==> config.mk <==
export PLATFORM = sky130hd
export DESIGN_NAME = tick_countdown_flat
export DESIGN_NICKNAME = d
export VERILOG_FILES = /design/src/rtl/tick_pkg.sv /design/src/rtl/tick_countdown_if.sv /design/src/rtl/bcd_digit_dec.sv /design/src/rtl/tick_countdown.sv /design/src/flat_wrapper.sv
export SDC_FILE = /design/constraint.sdc
export NUM_CORES = 1
export LEC_CHECK = 0
export BUFFER_PORTS_ARGS = -buffer_cell sky130_fd_sc_hd__buf_2
export CAP_MARGIN = 5
export CORE_AREA = 2 2 47 49
export CTS_BUF_LIST = sky130_fd_sc_hd__clkbuf_2
export DETAILED_ROUTE_END_ITERATION = 10
export DIE_AREA = 0 0 49 51
export GPL_TIMING_DRIVEN = 0
export PLACE_DENSITY = 0.67
export SYNTH_ARGS = -nofsm -noshare
export SYNTH_HDL_FRONTEND = slang
export SYNTH_SLANG_ARGS = --single-unit
==> constraint.sdc <==
create_clock -name clk -period 1.42 [get_ports clk]
set_input_delay 0.071 -clock clk [delete_from_list [all_inputs] [get_ports clk]]
set_output_delay 0.071 -clock clk [all_outputs]
set_load 0.02 [all_outputs]
==> src/rtl/tick_pkg.sv <==
// Shared types and BCD helpers for the tick countdown consumer.
package tick_pkg;

    typedef enum logic [1:0] {
        IDLE  = 2'd0,
        RUN   = 2'd1,
        PAUSE = 2'd2,
        DONE  = 2'd3
    } state_t;

    localparam logic [3:0] BCD_MAX  = 4'd9;
    localparam logic [3:0] BCD_ZERO = 4'd0;

    function automatic logic [3:0] clamp_nibble(input logic [3:0] n);
        return (n > BCD_MAX) ? BCD_MAX : n;
    endfunction

endpackage

==> src/rtl/tick_countdown_if.sv <==
// Strobe/status bundle between the tick generator side and the countdown consumer.
interface tick_countdown_if #(parameter int DIGITS = 2);

    logic                  tick_in;
    logic                  load;
    logic [4*DIGITS-1:0]   load_val;
    logic                  go;
    logic                  hold;
    logic [4*DIGITS-1:0]   count;
    logic                  running;
    logic                  done;
    logic                  sync_start;

    modport master (
        output tick_in, load, load_val, go, hold,
        input  count, running, done, sync_start
    );

    modport slave (
        input  tick_in, load, load_val, go, hold,
        output count, running, done, sync_start
    );

endinterface

==> src/rtl/bcd_digit_dec.sv <==
// One BCD digit of a borrow-chained decrementer; purely combinational.
module bcd_digit_dec
    import tick_pkg::*;
(
    input  logic [3:0] digit,
    input  logic       borrow_in,
    output logic [3:0] next_digit,
    output logic       borrow_out
);

    always_comb begin
        next_digit = digit;
        borrow_out = 1'b0;
        if (borrow_in) begin
            if (digit == BCD_ZERO) begin
                next_digit = BCD_MAX;
                borrow_out = 1'b1;
            end else begin
                next_digit = digit - 4'd1;
            end
        end
    end

endmodule

==> src/rtl/tick_countdown.sv <==
// BCD countdown driven by the 1 Hz tick; requests a tick-generator resync on start/resume.
// Optional: TICK_COUNTDOWN_AUTO_RELOAD_EN reloads the preset on expiry and pulses done.
module tick_countdown
    import tick_pkg::*;
#(
    parameter int DIGITS = 2
) (
    input  logic             clk,
    input  logic             rst,
    tick_countdown_if.slave  bus
);

    localparam int W = 4 * DIGITS;

    state_t         state_q, state_d;
    logic [W-1:0]   count_q, count_d;
    logic [W-1:0]   preset_q, preset_d;
    logic           running_q, done_q, sync_q;
    logic           running_d, done_d, sync_d;
    logic           expire_pulse;

    logic [W-1:0]   dec_count;
    logic [W-1:0]   clamped;
    logic [DIGITS:0] borrow;
    logic           reached_zero;

    assign borrow[0] = 1'b1;

    for (genvar i = 0; i < DIGITS; i++) begin : g_dec
        bcd_digit_dec u_digit (
            .digit      (count_q[4*i +: 4]),
            .borrow_in  (borrow[i]),
            .next_digit (dec_count[4*i +: 4]),
            .borrow_out (borrow[i+1])
        );
    end

    // A borrow out of the top digit means we decremented from zero; treat it as expiry too.
    assign reached_zero = (dec_count == '0) || borrow[DIGITS];

    always_comb begin
        clamped = '0;
        for (int i = 0; i < DIGITS; i++) begin
            clamped[4*i +: 4] = clamp_nibble(bus.load_val[4*i +: 4]);
        end
    end

    always_comb begin
        state_d      = state_q;
        count_d      = count_q;
        preset_d     = preset_q;
        sync_d       = 1'b0;
        expire_pulse = 1'b0;

        if (bus.load) begin
            count_d  = clamped;
            preset_d = clamped;
            state_d  = IDLE;
        end else begin
            case (state_q)
                IDLE: begin
                    if (bus.go && (count_q != '0)) begin
                        state_d = RUN;
                        sync_d  = 1'b1;
                    end
                end
                RUN: begin
                    if (bus.tick_in) begin
                        if (reached_zero) begin
`ifdef TICK_COUNTDOWN_AUTO_RELOAD_EN
                            if (preset_q != '0) begin
                                count_d      = preset_q;
                                expire_pulse = 1'b1;
                                if (bus.hold) begin
                                    state_d = PAUSE;
                                end
                            end else begin
                                count_d = '0;
                                state_d = DONE;
                            end
`else
                            count_d = '0;
                            state_d = DONE;
`endif
                        end else begin
                            count_d = dec_count;
                            if (bus.hold) begin
                                state_d = PAUSE;
                            end
                        end
                    end else if (bus.hold) begin
                        state_d = PAUSE;
                    end
                end
                PAUSE: begin
                    if (bus.go) begin
                        state_d = RUN;
                        sync_d  = 1'b1;
                    end
                end
                DONE: begin
                    count_d = '0;
                end
                default: begin
                    state_d = IDLE;
                end
            endcase
        end

        running_d = (state_d == RUN);
        done_d    = (state_d == DONE) || expire_pulse;
    end

    always_ff @(posedge clk or posedge rst) begin
        if (rst) begin
            state_q   <= IDLE;
            count_q   <= '0;
            preset_q  <= '0;
            running_q <= 1'b0;
            done_q    <= 1'b0;
            sync_q    <= 1'b0;
        end else begin
            state_q   <= state_d;
            count_q   <= count_d;
            preset_q  <= preset_d;
            running_q <= running_d;
            done_q    <= done_d;
            sync_q    <= sync_d;
        end
    end

    assign bus.count      = count_q;
    assign bus.running    = running_q;
    assign bus.done       = done_q;
    assign bus.sync_start = sync_q;

endmodule

==> src/flat_wrapper.sv <==
// flat-port wrapper written by rule: the top's interface ports become plain ports
module tick_countdown_flat import tick_pkg::*;
#(
    parameter int DIGITS = 2
)
  (clk, rst, bus_tick_in, bus_load, bus_load_val, bus_go, bus_hold, bus_count, bus_running, bus_done, bus_sync_start);
  tick_countdown_if #(.DIGITS(DIGITS)) bus_i ();
  input  logic clk;
  input  logic rst;
  input wire logic [$bits(bus_i.tick_in)-1:0] bus_tick_in;
  input wire logic [$bits(bus_i.load)-1:0] bus_load;
  input wire logic [$bits(bus_i.load_val)-1:0] bus_load_val;
  input wire logic [$bits(bus_i.go)-1:0] bus_go;
  input wire logic [$bits(bus_i.hold)-1:0] bus_hold;
  output wire logic [$bits(bus_i.count)-1:0] bus_count;
  output wire logic [$bits(bus_i.running)-1:0] bus_running;
  output wire logic [$bits(bus_i.done)-1:0] bus_done;
  output wire logic [$bits(bus_i.sync_start)-1:0] bus_sync_start;
  assign bus_i.tick_in = bus_tick_in;
  assign bus_i.load = bus_load;
  assign bus_i.load_val = bus_load_val;
  assign bus_i.go = bus_go;
  assign bus_i.hold = bus_hold;
  assign bus_count = bus_i.count;
  assign bus_running = bus_i.running;
  assign bus_done = bus_i.done;
  assign bus_sync_start = bus_i.sync_start;
  tick_countdown #(.DIGITS(DIGITS)) u_core (.clk(clk), .rst(rst), .bus(bus_i));
endmodule
-- Word level (Yosys, flattened, before mapping)
Index checks and enable logic that the tools add are counted.
Widths: inputs -> output; s select.
- output and inout port bits: 11
- logic and storage cells: 47
- register bits: 13
- add/sub/neg operators: 2
- multiplexer cells: 23
- equality and inequality tests: 6
- reductions and logical operators: 9
- order comparisons: 2
- operators by type and width (cell ; count):
    $mux 8 ; 3
    $mux 4 ; 5
    $pmux 8 s2 ; 1
    $mux 2 ; 6
    $gt 4x4->1 const B ; 2
    $logic_not 4->1 ; 2
    $logic_not 8->1 ; 1
    $reduce_bool 8->1 ; 1
    $sub 4x1->4 const B ; 2
    $eq 2x2->1 const B ; 3
    $mux 1 ; 6
    $pmux 2 s3 ; 1
    $eq 2x1->1 const B ; 2
    $ne 3x3->1 const B ; 1
    $reduce_bool 3->1 ; 1
    $logic_not 2->1 ; 1
    $pmux 1 s2 ; 1
    $reduce_and 2->1 ; 1
    $logic_and 1x1->1 ; 1
    $logic_or 1x1->1 ; 1

-- Depth between registers and ports, before layout
- depth in word-level cells: 10
- depth in mapped cells: 5
- gate-level depth less buffers: 4

-- By module
Synthesis repeated with hierarchy kept, for this count alone.
- cells, all modules: 93
- area total of the unflattened synthesis: 819.5 um^2
- modules (own cells, without submodules) (module ; cells an instance ; area each (um^2) ; sequential area each (um^2) ; instances):
    tick_countdown ; 71 ; 661.9 ; 325.3 ; 1
    bcd_digit_dec ; 11 ; 78.8 ; 0.0 ; 2

-- Worst setup path after synthesis
OpenSTA, ideal clock, no wires.
- path kind: register -> register
- start point: register u_core.count_q[2], in the netlist u_core.bus.count[2]
- end point: register u_core.count_q[5], in the netlist u_core.bus.count[5]
- library setup time: 0.126 ns
- data arrival time: 1.557 ns
- path buffers: 0
- stages on the path, launching flop included: 5
- period minus slack after synthesis: 1.683 ns
- setup slack: -0.263 ns
- data required time: 1.294 ns
- cell sequence: dfrtp_1 > or4_4 > nor2_4 > o21ai_2 > a221o_1
- cells in the longest elaborated chain, start to end: 9
- RTL lines (item ; line ; text):
    from (decl) ; tick_countdown.sv:16 ; logic [W-1:0] count_q, count_d;
    from (signal assigned) ; tick_countdown.sv:124 ; count_q <= count_d;
    parallel branches: the longest is 5 deep, another holds $sub 4x1->4 ; -- ;
    $mux 8 * ; tick_countdown.sv:69 ; if (reached_zero) begin
    $mux 8 * ; tick_countdown.sv:68 ; if (bus.tick_in) begin
    $pmux 8 s2 * ; tick_countdown.sv:60 ; case (state_q)
    $mux 8 * ; tick_countdown.sv:55 ; if (bus.load) begin
Mark *: on every way between the ends. The select of a mux whose other input is x is not followed.
A chain may end at the register's enable or synchronous reset.

-- Final worst setup path
- start point: register u_core.count_q[3], in the netlist u_core.bus.count[3]
- end point: register u_core.count_q[4], in the netlist u_core.bus.count[4]
The elaborated chain is that of the path after synthesis.

==> impl_summary.log <==
INFO  metric rsz0062_at_grt = yes
INFO  metric synthDistinctLibCells = 33
INFO  metric route.antenna.remaining_nets = 0
INFO  metric area_growth = 41.3%
INFO  metric synthCells = 83
INFO  metric yosysSeqAreaShare = 42.1%
INFO  metric violations_in_the_final_reports = setup timing
INFO  metric cts.root.buffer_cell = sky130_fd_sc_hd__clkbuf_2
INFO  metric port-buffer-count = 24
INFO  metric place_inst = 135
INFO  metric tritoncts = done
INFO  metric crit_fanout = 4
INFO  metric fin_crit = 1670 ps
INFO  metric core-area = 0.00206 sq mm
INFO  metric layout.cells.most_common_list = sky130_fd_sc_hd__buf_2, sky130_fd_sc_hd__dfrtp_1, sky130_fd_sc_hd__buf_4
INFO  metric leakage = 0.491 nW
INFO  metric final_hold_viol_count = 0
INFO  metric dieWidth = 49 microns
INFO  metric worst_skew_pair.late_latency = 250 ps
INFO  metric die_height = 51 microns
INFO  metric clkTransAtPathRegs = 130 ps
INFO  metric worst-setup-path-type = reg2reg
INFO  metric critical_path_arrival = 1830 ps
INFO  metric layoutNonFillerInstCount = 148
INFO  metric fraction_of_final_layout_cells_with_drive_strength_greater_than_1 = 43.3%
INFO  metric avgViaCountPerCell = 5.73
INFO  metric crit_path_depth = 4
INFO  metric worst_path_cell_trace = or4_4, o21ai_4, o21ai_0, a22o_1
INFO  metric detailedRoute.firstPassIterationCount = 4
INFO  metric totalPowerFinal = 0.00131 W
INFO  metric dp_hpwl = 1360 microns
INFO  metric fin_crit_sh = 118%
INFO  metric cp.buffers_inverters = 0
INFO  metric setup-violations-final = 11
INFO  metric max-cap-violations = 0
INFO  metric tightest_slew = 483 ps
INFO  metric layout_setup_ws = -252 ps
INFO  metric drc_errors = 0
INFO  metric cts_made_buffers = 3
INFO  metric post_dp_cell_area = 932 sq um
INFO  metric maxClockFrequency = 598 MHz
INFO  metric grtUsageTotal = 18.6%
INFO  metric number_of_vias_in_the_routed_layout = 848
INFO  metric synth-warning-count = 0
INFO  metric cp_slowest_stage_delay = 570 ps
INFO  metric htreeDepth = 1
INFO  metric final_common_cell = sky130_fd_sc_hd__buf_2
INFO  metric timing.critical_path.from_type = flop
INFO  metric worst_r2r_startpoint = u_core.bus.count[3]
INFO  metric reg2reg_to = u_core.bus.count[4]
INFO  metric grt_start_max_net_pins = 14
INFO  metric drt-initial-drc-count = 18
INFO  metric routed_wl = 2110 microns
INFO  metric hold_path_class = in2reg
INFO  metric worst_slew_margin_rel = 67.7%
INFO  metric worstSetupEndpointType = flop
INFO  metric number_of_clock_sinks = 13
INFO  metric final.setup_skew = 0.625 ps
INFO  metric grt_first_pass_wirelength = 3560 microns
INFO  metric worst_ir_drop_vdd = 0.586 mV
INFO  metric antenna_diode_count = 0
INFO  metric route.detailed.wl_per_inst = 14.2 microns
INFO  metric rr_worst_depth = 4
INFO  metric dpl_worst_slack = -297 ps
INFO  metric synth-seq-cells = 13
INFO  metric initial_core_util = 37.5%
INFO  metric synth_area = 773 sq um
INFO  metric cp-startpoint = u_core.bus.count[3]
INFO  metric die_area = 0.00250 sq mm
INFO  metric status = finished with violations
INFO  metric cpLargestDelayFamily = simple AND/OR/NAND/NOR gates
INFO  metric power_per_cell_area = 1200 mW/mm^2
INFO  metric finish.instance_area = 0.00109 sq mm
INFO  metric crit_path_end = u_core.bus.count[4]
INFO  metric cpMaxStageDelayCell = sky130_fd_sc_hd__or4_4
INFO  metric timing_max_transition_violations_final = 0
INFO  metric globalplace.congestion = 0.761
INFO  metric cts_buffer_depth = 2
INFO  metric postSynthAreaPerCell = 9.32 sq um
INFO  metric design.portCount = 25
INFO  metric worst-endpoint-required = 1580 ps
INFO  metric grt_remaining_overflow = 0
INFO  metric ff2ff_setup_slack = -250 ps
INFO  metric grt_pass1_vias = 760
INFO  metric final_net_count = 135
INFO  metric floorplan.rows = 17
INFO  metric synth_nets = 97
INFO  metric grt_antenna_before_repair = 0
==> final cells by class <==
type | count | area [sq um]
Inverter | 3 | 11.3
Timing Repair Buffer | 34 | 198
Sequential cell | 13 | 329
Tap cell | 28 | 35.0
Multi-Input combinational cell | 64 | 490
Fill cell | 189 | 971
Clock buffer | 4 | 20.0
Buffer | 2 | 8.76
==> routing by layer <==
metal / vias up / wire length, microns / global-route usage (%)
met5: - / 0 / 0
met4: 0 / 35 / 6.67
met2: 35 / 1040 / 30.6
met1: 409 / 926 / 24.8
li1: 394 / - / -
met3: 10 / 108 / 3.22
==> report_power, final <==
group,total (W),switching (W),internal [W]
registers,0.000534,0.000103,0.000431
logic,0.000580,0.000318,0.000262
clock network,0.000192,0.000117,0.0000748
total,0.00131,0.000538,0.000768
==> what timing repair did <==
action | 4_1_cts | 5_1_grt
endpoints found under the hold margin | 13 | 0
hold buffers | 1 | 0
setup buffers | 5 | 4
gates resized for setup | 6 | 6
endpoints found under the setup margin | 11 | 13
pin swaps | 5 | 8
==> Yosys cell counts, drive strengths merged <==
| cell type | count | share of area (%) |
|---|---|---|
| o311ai | 1 | 1.1 |
| a31oi | 1 | 0.81 |
| or4 | 1 | 1.5 |
| a21o | 3 | 2.9 |
| inv | 3 | 1.5 |
| a31o | 1 | 1.1 |
| nor3 | 3 | 1.9 |
| o21ai | 11 | 8.1 |
| a22o | 1 | 1.1 |
| o311a | 1 | 1.3 |
| dfrtp | 13 | 42 |
| nand2b | 3 | 2.4 |
| o21bai | 1 | 0.97 |
| a221o | 2 | 2.6 |
| o2bb2ai | 1 | 1.1 |
| buf | 1 | 1.5 |
| nor2b | 3 | 2.4 |
| o21a | 3 | 2.9 |
| o31ai | 2 | 1.9 |
| nor2 | 7 | 4.4 |
| nor4 | 3 | 3.2 |
| a22oi | 2 | 1.9 |
| nand2 | 4 | 1.9 |
| a21oi | 5 | 3.2 |
| o211ai | 2 | 1.9 |
| clkbuf | 2 | 0.97 |
| a32oi | 1 | 1.1 |
| or3 | 1 | 0.81 |
| nor4b | 1 | 1.1 |
==> registers in the layout (all words and copies together) (netlist names) <==
name	flops
u_core.bus.count	8
u_core.bus.running	1
u_core.bus.sync_start	1
u_core.bus.done	1
u_core.state_q	2
==> through the flow <==
stage	hold WS (ps)	setup TNS, ps	util, %
6_report	17.4	-1800	52.9
5_1_grt	-5.35	-2740	52.9
4_1_cts	15.0	-1080	49.5
3_5_place_dp	112	-2160	45.2
3_3_place_gp	115	-1870	45.2
2_1_floorplan	-52.2	-1200	-
==> worst min path at each step <==
stage               startpoint                    end  slack, ps  cells after the start
floorplan                  rst    u_core.bus.count[1]        -50                      1
global placement           rst  u_core.bus.sync_start        110                      2
detailed placement         rst      u_core.state_q[0]        110                      2
CTS                   bus_hold     u_core.bus.running         10                      2
global route          bus_hold     u_core.bus.running         -5                      2
finish                bus_hold     u_core.bus.running         20                      2
==> cells by family (layout without fill, tap and decap cells) <==
group                  after synthesis  after routing  synth area share [%]
AOI/OAI and AO/OA                   38             38                  34.3
and+or+nand+nor                     26             26                  19.7
DFF                                 13             13                  42.1
buffers and inverters                6             43                  3.88
Power figures use the tool's default switching activity.
